[src/rtl/sync_ram_if.sv]
// Request/response bundle for sync_ram.
//   req_valid/req_ready : request handshake; a request is taken when both are 1
//   req_we              : 1 = write, 0 = read
//   req_addr/req_wdata  : word address and write data
//   rsp_valid           : one-cycle pulse per accepted read
//   rsp_rdata/rsp_err   : read data and out-of-range flag, valid with rsp_valid
interface sync_ram_if #(
  parameter int DATA_W = 8,
  parameter int ADDR_W = 4
);
  logic              req_valid;
  logic              req_ready;
  logic              req_we;
  logic [ADDR_W-1:0] req_addr;
  logic [DATA_W-1:0] req_wdata;
  logic              rsp_valid;
  logic [DATA_W-1:0] rsp_rdata;
  logic              rsp_err;

  modport master (
    output req_valid, req_we, req_addr, req_wdata,
    input  req_ready, rsp_valid, rsp_rdata, rsp_err
  );

  modport slave (
    input  req_valid, req_we, req_addr, req_wdata,
    output req_ready, rsp_valid, rsp_rdata, rsp_err
  );
endinterface

[src/rtl/sync_ram.sv]
// Single-port synchronous RAM with valid/ready requests and registered read
// data (1-cycle latency). Optionally clears every word to CLEAR_VAL after reset.
//   clk       : clock, rising edge
//   rst_n     : asynchronous active-low reset
//   bus       : sync_ram_if slave modport (request + response)
//   init_busy : clear sequence in progress
//
// state   | meaning
// --------+-------------------------------------------------------------
// ST_INIT | clearing mem[cnt] each cycle; requests not accepted
// ST_RUN  | accepting one request per cycle until the next reset
module sync_ram #(
  parameter int                DATA_W         = 8,
  parameter int                ADDR_W         = 4,
  parameter int                DEPTH          = 16,
  parameter int                CLEAR_ON_RESET = 1,
  parameter logic [DATA_W-1:0] CLEAR_VAL      = '0
) (
  input  logic        clk,
  input  logic        rst_n,
  sync_ram_if.slave   bus,
  output logic        init_busy
);

  localparam int                CNT_W     = $clog2(DEPTH);
  localparam logic [CNT_W-1:0]  CNT_LAST  = CNT_W'(DEPTH - 1);
  localparam logic [ADDR_W:0]   DEPTH_EXT = (ADDR_W + 1)'(DEPTH);
  localparam logic              CLR_EN    = (CLEAR_ON_RESET != 0);

  typedef enum logic {ST_INIT, ST_RUN} state_t;

  logic [DATA_W-1:0] mem [DEPTH];

  state_t            state_q, state_d;
  logic [CNT_W-1:0]  cnt_q, cnt_d;
  logic              ready_q, ready_d;
  logic              busy_q, busy_d;
  logic              rsp_valid_q, rsp_valid_d;
  logic [DATA_W-1:0] rsp_rdata_q, rsp_rdata_d;
  logic              rsp_err_q, rsp_err_d;

  logic in_range;
  logic accept;
  logic rd_acc;
  logic wr_acc;

  // Zero-extended compare so DEPTH == 2**ADDR_W needs no special case.
  assign in_range = ({1'b0, bus.req_addr} < DEPTH_EXT);
  assign accept   = bus.req_valid & ready_q;
  assign rd_acc   = accept & ~bus.req_we;
  assign wr_acc   = accept & bus.req_we & in_range;

  always_comb begin
    state_d     = state_q;
    cnt_d       = cnt_q;
    rsp_rdata_d = rsp_rdata_q;

    if (state_q == ST_INIT) begin
      // Counter holds at the last word; leaving INIT stops it.
      if (cnt_q == CNT_LAST) state_d = ST_RUN;
      else                   cnt_d   = cnt_q + 1'b1;
    end

    ready_d     = (state_d == ST_RUN);
    busy_d      = (state_d == ST_INIT);
    rsp_valid_d = rd_acc;
    rsp_err_d   = rd_acc & ~in_range;
    if (rd_acc) rsp_rdata_d = in_range ? mem[bus.req_addr] : '0;
  end

  always_ff @(posedge clk or negedge rst_n) begin
    if (!rst_n) begin
      state_q     <= CLR_EN ? ST_INIT : ST_RUN;
      cnt_q       <= '0;
      ready_q     <= 1'b0;
      busy_q      <= CLR_EN;
      rsp_valid_q <= 1'b0;
      rsp_rdata_q <= '0;
      rsp_err_q   <= 1'b0;
    end else begin
      state_q     <= state_d;
      cnt_q       <= cnt_d;
      ready_q     <= ready_d;
      busy_q      <= busy_d;
      rsp_valid_q <= rsp_valid_d;
      rsp_rdata_q <= rsp_rdata_d;
      rsp_err_q   <= rsp_err_d;
    end
  end

  // Storage is not reset. Clear and request writes are mutually exclusive
  // because req_ready is low for the whole of INIT.
  always_ff @(posedge clk) begin
    if (state_q == ST_INIT) mem[cnt_q] <= CLEAR_VAL;
    else if (wr_acc)        mem[bus.req_addr] <= bus.req_wdata;
  end

  assign bus.req_ready = ready_q;
  assign bus.rsp_valid = rsp_valid_q;
  assign bus.rsp_rdata = rsp_rdata_q;
  assign bus.rsp_err   = rsp_err_q;
  assign init_busy     = busy_q;

endmodule

[src/flat_wrapper.sv]
// flat-port wrapper written by rule: the top's interface ports become plain ports
module sync_ram_flat 
#(
  parameter int                DATA_W         = 8,
  parameter int                ADDR_W         = 4,
  parameter int                DEPTH          = 16,
  parameter int                CLEAR_ON_RESET = 1,
  parameter logic [DATA_W-1:0] CLEAR_VAL      = '0
)
  (clk, rst_n, init_busy, bus_req_valid, bus_req_we, bus_req_addr, bus_req_wdata, bus_req_ready, bus_rsp_valid, bus_rsp_rdata, bus_rsp_err);
  sync_ram_if #(.DATA_W(DATA_W), .ADDR_W(ADDR_W)) bus_i ();
  input  logic clk;
  input  logic rst_n;
  output logic init_busy;
  input wire logic [$bits(bus_i.req_valid)-1:0] bus_req_valid;
  input wire logic [$bits(bus_i.req_we)-1:0] bus_req_we;
  input wire logic [$bits(bus_i.req_addr)-1:0] bus_req_addr;
  input wire logic [$bits(bus_i.req_wdata)-1:0] bus_req_wdata;
  output wire logic [$bits(bus_i.req_ready)-1:0] bus_req_ready;
  output wire logic [$bits(bus_i.rsp_valid)-1:0] bus_rsp_valid;
  output wire logic [$bits(bus_i.rsp_rdata)-1:0] bus_rsp_rdata;
  output wire logic [$bits(bus_i.rsp_err)-1:0] bus_rsp_err;
  assign bus_i.req_valid = bus_req_valid;
  assign bus_i.req_we = bus_req_we;
  assign bus_i.req_addr = bus_req_addr;
  assign bus_i.req_wdata = bus_req_wdata;
  assign bus_req_ready = bus_i.req_ready;
  assign bus_rsp_valid = bus_i.rsp_valid;
  assign bus_rsp_rdata = bus_i.rsp_rdata;
  assign bus_rsp_err = bus_i.rsp_err;
  sync_ram #(.DATA_W(DATA_W), .ADDR_W(ADDR_W), .DEPTH(DEPTH), .CLEAR_ON_RESET(CLEAR_ON_RESET), .CLEAR_VAL(CLEAR_VAL)) u_core (.clk(clk), .rst_n(rst_n), .bus(bus_i), .init_busy(init_busy));
endmodule
[config.mk]
export PLATFORM = sky130hd
export DESIGN_NAME = sync_ram_flat
export DESIGN_NICKNAME = d
export VERILOG_FILES = /design/src/rtl/sync_ram_if.sv /design/src/rtl/sync_ram.sv /design/src/flat_wrapper.sv
export SDC_FILE = /design/constraint.sdc
export NUM_CORES = 1
export LEC_CHECK = 0
export BUFFER_PORTS_ARGS = -buffer_cell sky130_fd_sc_hd__buf_2
export CAP_MARGIN = 5
export CORE_UTILIZATION = 40
export DETAILED_ROUTE_END_ITERATION = 8
export PLACE_DENSITY_LB_ADDON = 0.25
export SYNTH_ARGS = -nofsm -noshare
export SYNTH_HDL_FRONTEND = slang
export SYNTH_SLANG_ARGS = --single-unit
[constraint.sdc]
create_clock -name clk -period 5.7 [get_ports clk]
set_input_delay 0.285 -clock clk [delete_from_list [all_inputs] [get_ports clk]]
set_output_delay 0.285 -clock clk [all_outputs]
set_load 0.02 [all_outputs]
# Word-level counts from Yosys, hierarchy flattened
# Memories as Yosys holds them, arrays and structs flattened. A register that Yosys moved wholly into a read port is not among the register bits.
# Cells that the tools add are included.
dict set report word_totals {
  register_bits 7
  mem_bits_rw 128
  latchBits 0
  word_cells 26
  out_inout_bits 12
  in_bits 16
  mem_count 1
  romBits 0
}
# name words width read_ports rd_clocked_by_memory_dff wr line
set memory_table {}
lappend memory_table {u_core.mem 16 8 1 1 1 sync_ram.sv:32} ;# logic [DATA_W-1:0] mem [DEPTH];
dict set report op_classes {
  n_mul 0
  bitwise_logic 7
  n_mux 9
  n_reduce_logical 3
  addsub 1
  shift 0
  n_eq_ne 1
  n_lt_le_gt_ge 0
  div 0
}
# op n
set ops {}
lappend ops {{$mux W8} 1}
lappend ops {{$reduce_or A8 Y1} 1}
lappend ops {{$mux W1} 7}
lappend ops {{$add A4 B1 Y4 const B} 1}
lappend ops {{$eq A4 B4 Y1 const B} 1}
lappend ops {{$mux W4} 1}
lappend ops {{$not A1 Y1} 4}
lappend ops {{$and A1 B1 Y1} 3}
lappend ops {{$reduce_and A2 Y1} 1}
lappend ops {{$logic_not A1 Y1} 1}

# Depth between registers and ports, before layout
# Gate-level depths: netlist of run 1.
dict set report logic_depth {
  word_depth 7
  mapped_depth 6
  mapped_depth_nobuf 5
}

# Least setup slack after synthesis of run 1
# OpenSTA, ideal clock, no wires.
dict set report synth_timing {
  path_type {flip-flop to flip-flop}
  from {register u_core.state_q}
  to {memory u_core.mem[0][0] (enable)}
  slack_ps 3606
  t_arrival_ps 1724
  synth_period_minus_slack_ps 2094
  n_path_buf 2
  required_time_ps 5330
  setup_ps 370
  path_stages_with_launch 6
  path_cell_list {dfrtp_1 and3_1 clkbuf_1 clkbuf_1 a31oi_1 nor2_1}
}
dict set report synth_via {
  elab_chain_len 7
  elab_cells_between_ends 9
  classes_between {mux (6); bitwise (2); reduce/logical (1)}
}
# element line
set synth_rtl {}
lappend synth_rtl {{start: declaration} sync_ram.sv:34} ;# state_t state_q, state_d;
lappend synth_rtl {{start signal: assignment} sync_ram.sv:73} ;# state_q <= CLR_EN ? ST_INIT : ST_RUN;
lappend synth_rtl {{start signal: assignment} sync_ram.sv:81} ;# state_q <= state_d;
lappend synth_rtl {{$and A1 B1 Y1 (2 in a row)} n/a}
lappend synth_rtl {{$mux W1} n/a}
lappend synth_rtl {{$mux W1} sync_ram.sv:94} ;# if (state_q == ST_INIT) mem[cnt_q] <= CLEAR_VAL;
lappend synth_rtl {{$mux W1 (not written as such)} sync_ram.sv:95} ;# else if (wr_acc) mem[bus.req_addr] <= bus.req_wdata;
lappend synth_rtl {{$reduce_or A8 Y1 (no source line)} n/a}
lappend synth_rtl {{$mux W4 (no source line) / $mux W1 (equally long branches)} n/a}
lappend synth_rtl {{end: declaration} sync_ram.sv:32}
# Parallel ways exist; a longest one is shown, timed or not.

# Worst setup path in the final report of run 1
dict set report layout_timing {
  from {register u_core.state_q}
  to {memory u_core.mem[4][0] (enable)}
}
# Same word-level chain as after synthesis.

==> flow_summary_export.csv, run 1 <==
group,metric,value,unit
clocking,insertion_delay,0.41,ns
clocking,cts_buffers,17,
logic_synthesis,synth-seq-cells,143,
pwr,peakVddDrop,197,µV
logic_synthesis,synth_area,5680,µm²
critical_path,rr_worst_depth,4,
routing,dr.pass1.iters,6,
sta,timing.final.crit_share,0.469,
clocking,clk_pin_slew,0.06,ns
grt,gr-usage-all-layers,0.168,
sta,setup_viol,0,
critical_path,worstPathMaxFanout,16,
sta,report.final.hold_viol_count,0,
logic_synthesis,synth_flop_cell,"edfxtp_1",
routing,ant_nets,0,
sta,worstMarginPinSlew,1.06,ns
cells_and_area,stdcell_count,517,
clocking,cts_resized,0,
critical_path,start_kind,"register",
logic_synthesis,synth_cells,293,
floorplanning,die-area,14700,µm²
clocking,cts_tree,"yes",
placement,gp_congestion,0.767,
placement,placed_area,5950,µm²
logic_synthesis,synthesis.nets,310,
logic_synthesis,synth_edf_count,128,
critical_path,critPathSlowestCell,"nor2_1",
grt,grt_pass1_vias,2957,
routing,post_drt_wl_per_cell,21.4,µm
sta,setup-tns-final,0,ns
critical_path,crit_required,5.72,ns
grt,grt-ovfl-total,0,
critical_path,cp.buffers_inverters,0,
floorplanning,start_util,0.409,
pwr,leakage,2.45,nW
routing,detail_route.vias_per_cell,5.42,
pwr,p_per_area,359,nW/µm²
cells_and_area,finalNetCount,341,
logic_synthesis,ys_types,36,
sta,drv_slew,0,
critical_path,crit_chain,"and3_1 > nand2_1 > o32a_1 > nor2_1",
placement,port_buffers,26,
logic_synthesis,yosys_warnings,0,
cells_and_area,nFillCells,1154,
cells_and_area,n_antenna_cell,0,
placement,dp_cells,484,
cells_and_area,postLayoutCellArea,6560,µm²
sta,fin_skew,0.00541,ns
clocking,clock_sinks,143,
routing,drt-total-wl,11100,µm
clocking,cts_setup_buffers,0,
floorplanning,dieHeight,121,µm
critical_path,cp_top_family,"simple AND/OR/NAND/NOR gates",
routing,first_iter_violations,291,
grt,grt_pass1_wl,17000,µm
placement,place.detailed.hpwl,6990,µm
critical_path,critPathCaptureType,"register",
floorplanning,ios,28,
floorplanning,core_area,13900,µm²
critical_path,cp.depth,4,
job,max_cap_viol_count,0,
outcome,violations,"DRC",
pwr,power,2.35,mW
clocking,clockBufferDepth,2,
grt,grt_antenna_before_repair,0,
critical_path,max_stage_delay,0.83,ns
clocking,root_buffer,"clkbuf_16",
critical_path,path_class,"reg2reg",
sta,slew-limit-headroom,0.291,
placement,pre_cts_ws,2.90,ns
sta,fmax,374,MHz
logic_synthesis,avgSynthCellArea,19.4,µm²
logic_synthesis,ys_seq_area_frac,0.743,
sta,layout_min_cycle_time,2.67,ns
cells_and_area,drive_above_1_share,0.264,
clocking,htree_levels,4,
grt,grt_max_degree,32,
sta,rsz0062_at_grt,"false",
outcome,run_status,"finished, violations left",
hold_path,hold_class,"in2async",
routing,drc,2,
logic_synthesis,synthArstFlopShare,0.105,
floorplanning,die_w,121,µm
routing,vias,2802,
cells_and_area,area_growth,15.4,%
floorplanning,rows,43,
critical_path,arrival,2.70,ns
sta,fin_ws,3.03,ns
## cells by family (layout without fill, tap and decap cells)
logic type / count (synthesis) / after routing / synth area share
buffers and inverters: 21 / 65 / 0.0203
other: 1 / 1 / 0.000660
muxes: 44 / 44 / 0.150
and+or+nand+nor: 61 / 61 / 0.0506
adders and majority gates: 1 / 1 / 0.00220
AOI/OAI and AO/OA: 19 / 19 / 0.0286
DFF: 143 / 143 / 0.743
xor gates and xnor gates: 3 / 3 / 0.00463
## per-stage QoR
step / hold slack, ns / util
finish: 0.318 / 0.472
CTS: 0.316 / 0.472
global route: 0.335 / 0.472
global placement: 0.211 / 0.429
detailed placement: 0.217 / 0.429
floorplan: -0.0106 / -
## worst paths after layout
check,start,to,slack (ns)
setup / recovery,u_core.state_q$_DFF_PN0_,u_core.mem[4][0]$_DFFE_PP_,3.03
hold / removal,rst_n,u_core.bus.rsp_valid$_DFF_PN0_,0.32
setup reg to reg,u_core.state_q$_DFF_PN0_,u_core.mem[4][0]$_DFFE_PP_,3.03
hold reg to reg,u_core.bus.rsp_rdata[0]$_DFFE_PN0P_,u_core.bus.rsp_rdata[0]$_DFFE_PN0P_,0.51
max in group asynchronous,rst_n,u_core.init_busy$_DFF_PN1_,5.07
min in group clk,bus_req_addr[3],u_core.bus.rsp_rdata[0]$_DFFE_PN0P_,0.36
## where the power goes
part | internal (mW) | switching [mW] | leakage [nW] | total [mW]
clock | 0.687 | 0.416 | 0.276 | 1.10
combinational | 0.0354 | 0.0600 | 0.610 | 0.0955
sequential | 1.15 | 0.00477 | 1.56 | 1.15
## routing by layer
metal | GRT usage | part of all wire | up-vias
li1 | - | - | 1247
met1 | 0.201 | 0.39 | 1442
met2 | 0.286 | 0.54 | 107
met3 | 0.0479 | 0.071 | 6
met4 | 0.0687 | 0.0080 | 0
met5 | 0 | 0 | -
## state kept, by name, indices dropped and copies added (netlist names)
register              cells
u_core.bus.rsp_valid      1
u_core.init_busy          1
u_core.mem              128
u_core.bus.rsp_rdata      8
u_core.cnt_q              4
u_core.state_q            1
## Yosys cell counts (2+ instances only)
library cell  instances  area (µm²)
a31oi_1               5        31.3
nand2_1              13        48.8
buf_2                 4        20.0
dfrtp_1              14         350
nor3_1               11        55.1
nor3b_1               2        15.0
inv_1                 5        18.8
xnor2_1               2        17.5
nor2_1               20        75.1
and2_1                9        56.3
edfxtp_1            128        3840
mux4_1                5         131
clkbuf_1              7        26.3
nor2b_1               2        12.5
mux2i_1               8        80.1
mux4_2               26         586
a221o_1               8        80.1
buf_4                 2        15.0
mux2_2                5        56.3
## layout by cell type (no fill, tap or decap), types with 2 or more instances in the layout
cell / count
a221o_1: 8
a31oi_1: 5
and2_1: 9
buf_2: 26
bufinv_16: 3
clkbuf_16: 17
clkinv_2: 2
clkinv_4: 2
clkinvlp_4: 5
dfrtp_1: 14
edfxtp_1: 128
inv_1: 5
mux2_2: 5
mux2i_1: 8
mux4_1: 5
mux4_2: 26
nand2_1: 13
nor2_1: 20
nor2b_1: 2
nor3_1: 11
nor3b_1: 2
xnor2_1: 2
## what timing repair did
item	4_1_cts	5_1_grt
hold buffers	1	0
endpoints found under the hold margin	14	0
setup endpoints to repair	0	0
## area by class of cell
type	instances	area [µm²]	area share
Clock buffer	18	429	0.0655
Clock inverter	14	168	0.0256
Inverter	5	18.8	0.00286
Multi-Input combinational cell	129	1350	0.205
Sequential cell	143	4220	0.644
Tap cell	180	225	0.0344
Timing Repair Buffer	28	148	0.0225
(Power assumes the default switching activity.)
==> run 2, diff against run 1 <==
Clock period 5.7 ns to 2.4 ns, I/O delays scaled along.
==> flow_summary_export.csv, run 2 (synthesis gave the netlist of run 1 again) <==
group,metric,value,unit
clocking,insertion_delay,0.41,ns
pwr,switching_share,0.207,
critical_path,start_kind,"register",
clocking,cts_setup_buffers,0,
grt,grt_antenna_before_repair,0,
routing,ant_nets,0,
cells_and_area,area_growth,19.0,%
critical_path,rr_worst_depth,4,
floorplanning,rows,43,
clocking,root_buffer,"clkbuf_16",
placement,gp_congestion,0.834,
pwr,p_switching,1.16,mW
sta,fin_skew,0.00573,ns
cells_and_area,largest_reg_flops,128,
clocking,clockBufferDepth,2,
critical_path,r2r-start,"u_core.state_q$_DFF_PN0_",
routing,vias,2861,
cells_and_area,finalNetCount,365,
clocking,cts_resized,0,
routing,detail_route.vias_per_cell,5.29,
clocking,clock_sinks,143,
sta,report.final.hold_viol_count,0,
sta,timing.final.crit_share,0.829,
hold_path,hold_class,"in2reg",
cells_and_area,n_antenna_cell,0,
pwr,power_frac_clock,0.468,
outcome,violations,"DRC",
grt,gr-usage-all-layers,0.177,
sta,drv_slew,0,
pwr,leakage,2.57,nW
grt,grt_pass1_wl,18200,µm
pwr,power.internal,4.45,mW
pwr,combPwrFrac,0.044,
routing,drt-total-wl,11500,µm
sta,layout_min_cycle_time,1.99,ns
critical_path,worstPathMaxFanout,8,
clocking,cts_tree,"yes",
routing,drc,2,
clocking,ctsHoldBuffers,2,
sta,slew-limit-headroom,0.411,
clocking,cts_buffers,17,
sta,worstMarginPinSlew,0.881,ns
critical_path,path_class,"reg2reg",
grt,grt_pass1_vias,3037,
critical_path,critPathCaptureType,"register",
floorplanning,die-area,14700,µm²
clocking,clk_pin_slew,0.06,ns
grt,grt-ovfl-total,0,
sta,setup-tns-final,0,ns
critical_path,crit_required,2.44,ns
cells_and_area,max_flop_register,"u_core.mem",
critical_path,arrival,2.03,ns
critical_path,critPathLaunch,"u_core.state_q$_DFF_PN0_",
floorplanning,die_w,121,µm
pwr,peakVddDrop,470,µV
cells_and_area,layout_commonest_cell,"edfxtp_1",
pwr,p_per_area,830,nW/µm²
outcome,run_status,"finished, violations left",
floorplanning,core_area,13900,µm²
floorplanning,start_util,0.409,
floorplanning,dieHeight,121,µm
grt,grt_max_degree,17,
pwr,p_seq_frac,0.488,
routing,post_drt_wl_per_cell,21.3,µm
cells_and_area,mostFrequentLayoutCells,"edfxtp_1 (128), mux4_2 (26), buf_2 (26)",
routing,first_iter_violations,234,
routing,dr.pass1.iters,6,
hold_path,min_from,"bus_req_we",
cells_and_area,drive_above_1_share,0.310,
sta,whs,0.0234,ns
job,max_cap_viol_count,0,
floorplanning,ios,28,
hold_path,whs_path_depth,3,
placement,port_buffers,26,
sta,setup_viol,0,
sta,rsz0062_at_grt,"false",
sta,fmax,502,MHz
clocking,htree_levels,4,
placement,place.detailed.hpwl,7450,µm
pwr,power,5.61,mW
run 2: changes by cell type in the layout (fill, tap and decap cells not counted), sizes merged:
cell	change
clkinvlp	+1
buf	+23
dlygate4sd3	+1
clkbuf	-1
run 2: routing by layer:
| layer | global-route usage | wire [µm] | up-vias |
|---|---|---|---|
| met5 | 0 | 0 | - |
| met4 | 0.0602 | 140 | 0 |
| met3 | 0.0418 | 606 | 10 |
| met2 | 0.289 | 5870 | 81 |
| met1 | 0.234 | 4910 | 1479 |
| li1 | - | - | 1291 |
run 2: final timing paths:
check	endpoint	slack (ns)
hold reg to reg	u_core.bus.rsp_rdata[4]$_DFFE_PN0P_	0.51
min in group asynchronous	u_core.bus.rsp_rdata[4]$_DFFE_PN0P_	0.15
setup reg to reg	u_core.mem[6][1]$_DFFE_PP_	0.41
hold / removal	u_core.bus.rsp_valid$_DFF_PN0_	0.02
max in group asynchronous	u_core.init_busy$_DFF_PN1_	1.94
setup / recovery	u_core.mem[6][1]$_DFFE_PP_	0.41
run 2: power by group through the flow:
stage | clock (mW) | combinational (mW) | sequential, mW
6_report | 2.63 | 0.248 | 2.74
5_1_grt | 2.76 | 0.273 | 2.74
4_1_cts | 2.66 | 0.254 | 2.74
3_5_place_dp | 0 | 0.251 | 2.79
3_3_place_gp | 0 | 0.247 | 2.79
2_1_floorplan | 0 | 0.142 | 2.80
run 2: per-stage QoR:
step	setup WS [ns]	utilization	instance area, µm²	cells
after floorplan	0.306	-	5680	293
after global placement	0.437	0.443	6150	507
after detailed placement	0.419	0.443	6150	507
after CTS	0.378	0.487	6760	541
after global routing	0.255	0.487	6760	541
final	0.409	0.487	6760	541
run 2: critical path, stage by stage (launching register included):
cell and delay, ns:
dfrtp_1 0.37, and3_1 0.23, nor3b_1 0.19, a31oi_1 0.11, nor2_1 0.71
run 2: cell type report:
cell class	count	area (µm²)
flip-flops and latches	143	4220
multi-input cells	129	1350
repair buffers	52	355
clock buffers	17	425
well taps	180	225
clock inverters	15	170
inverters	5	18.8
fillers	1151	7120
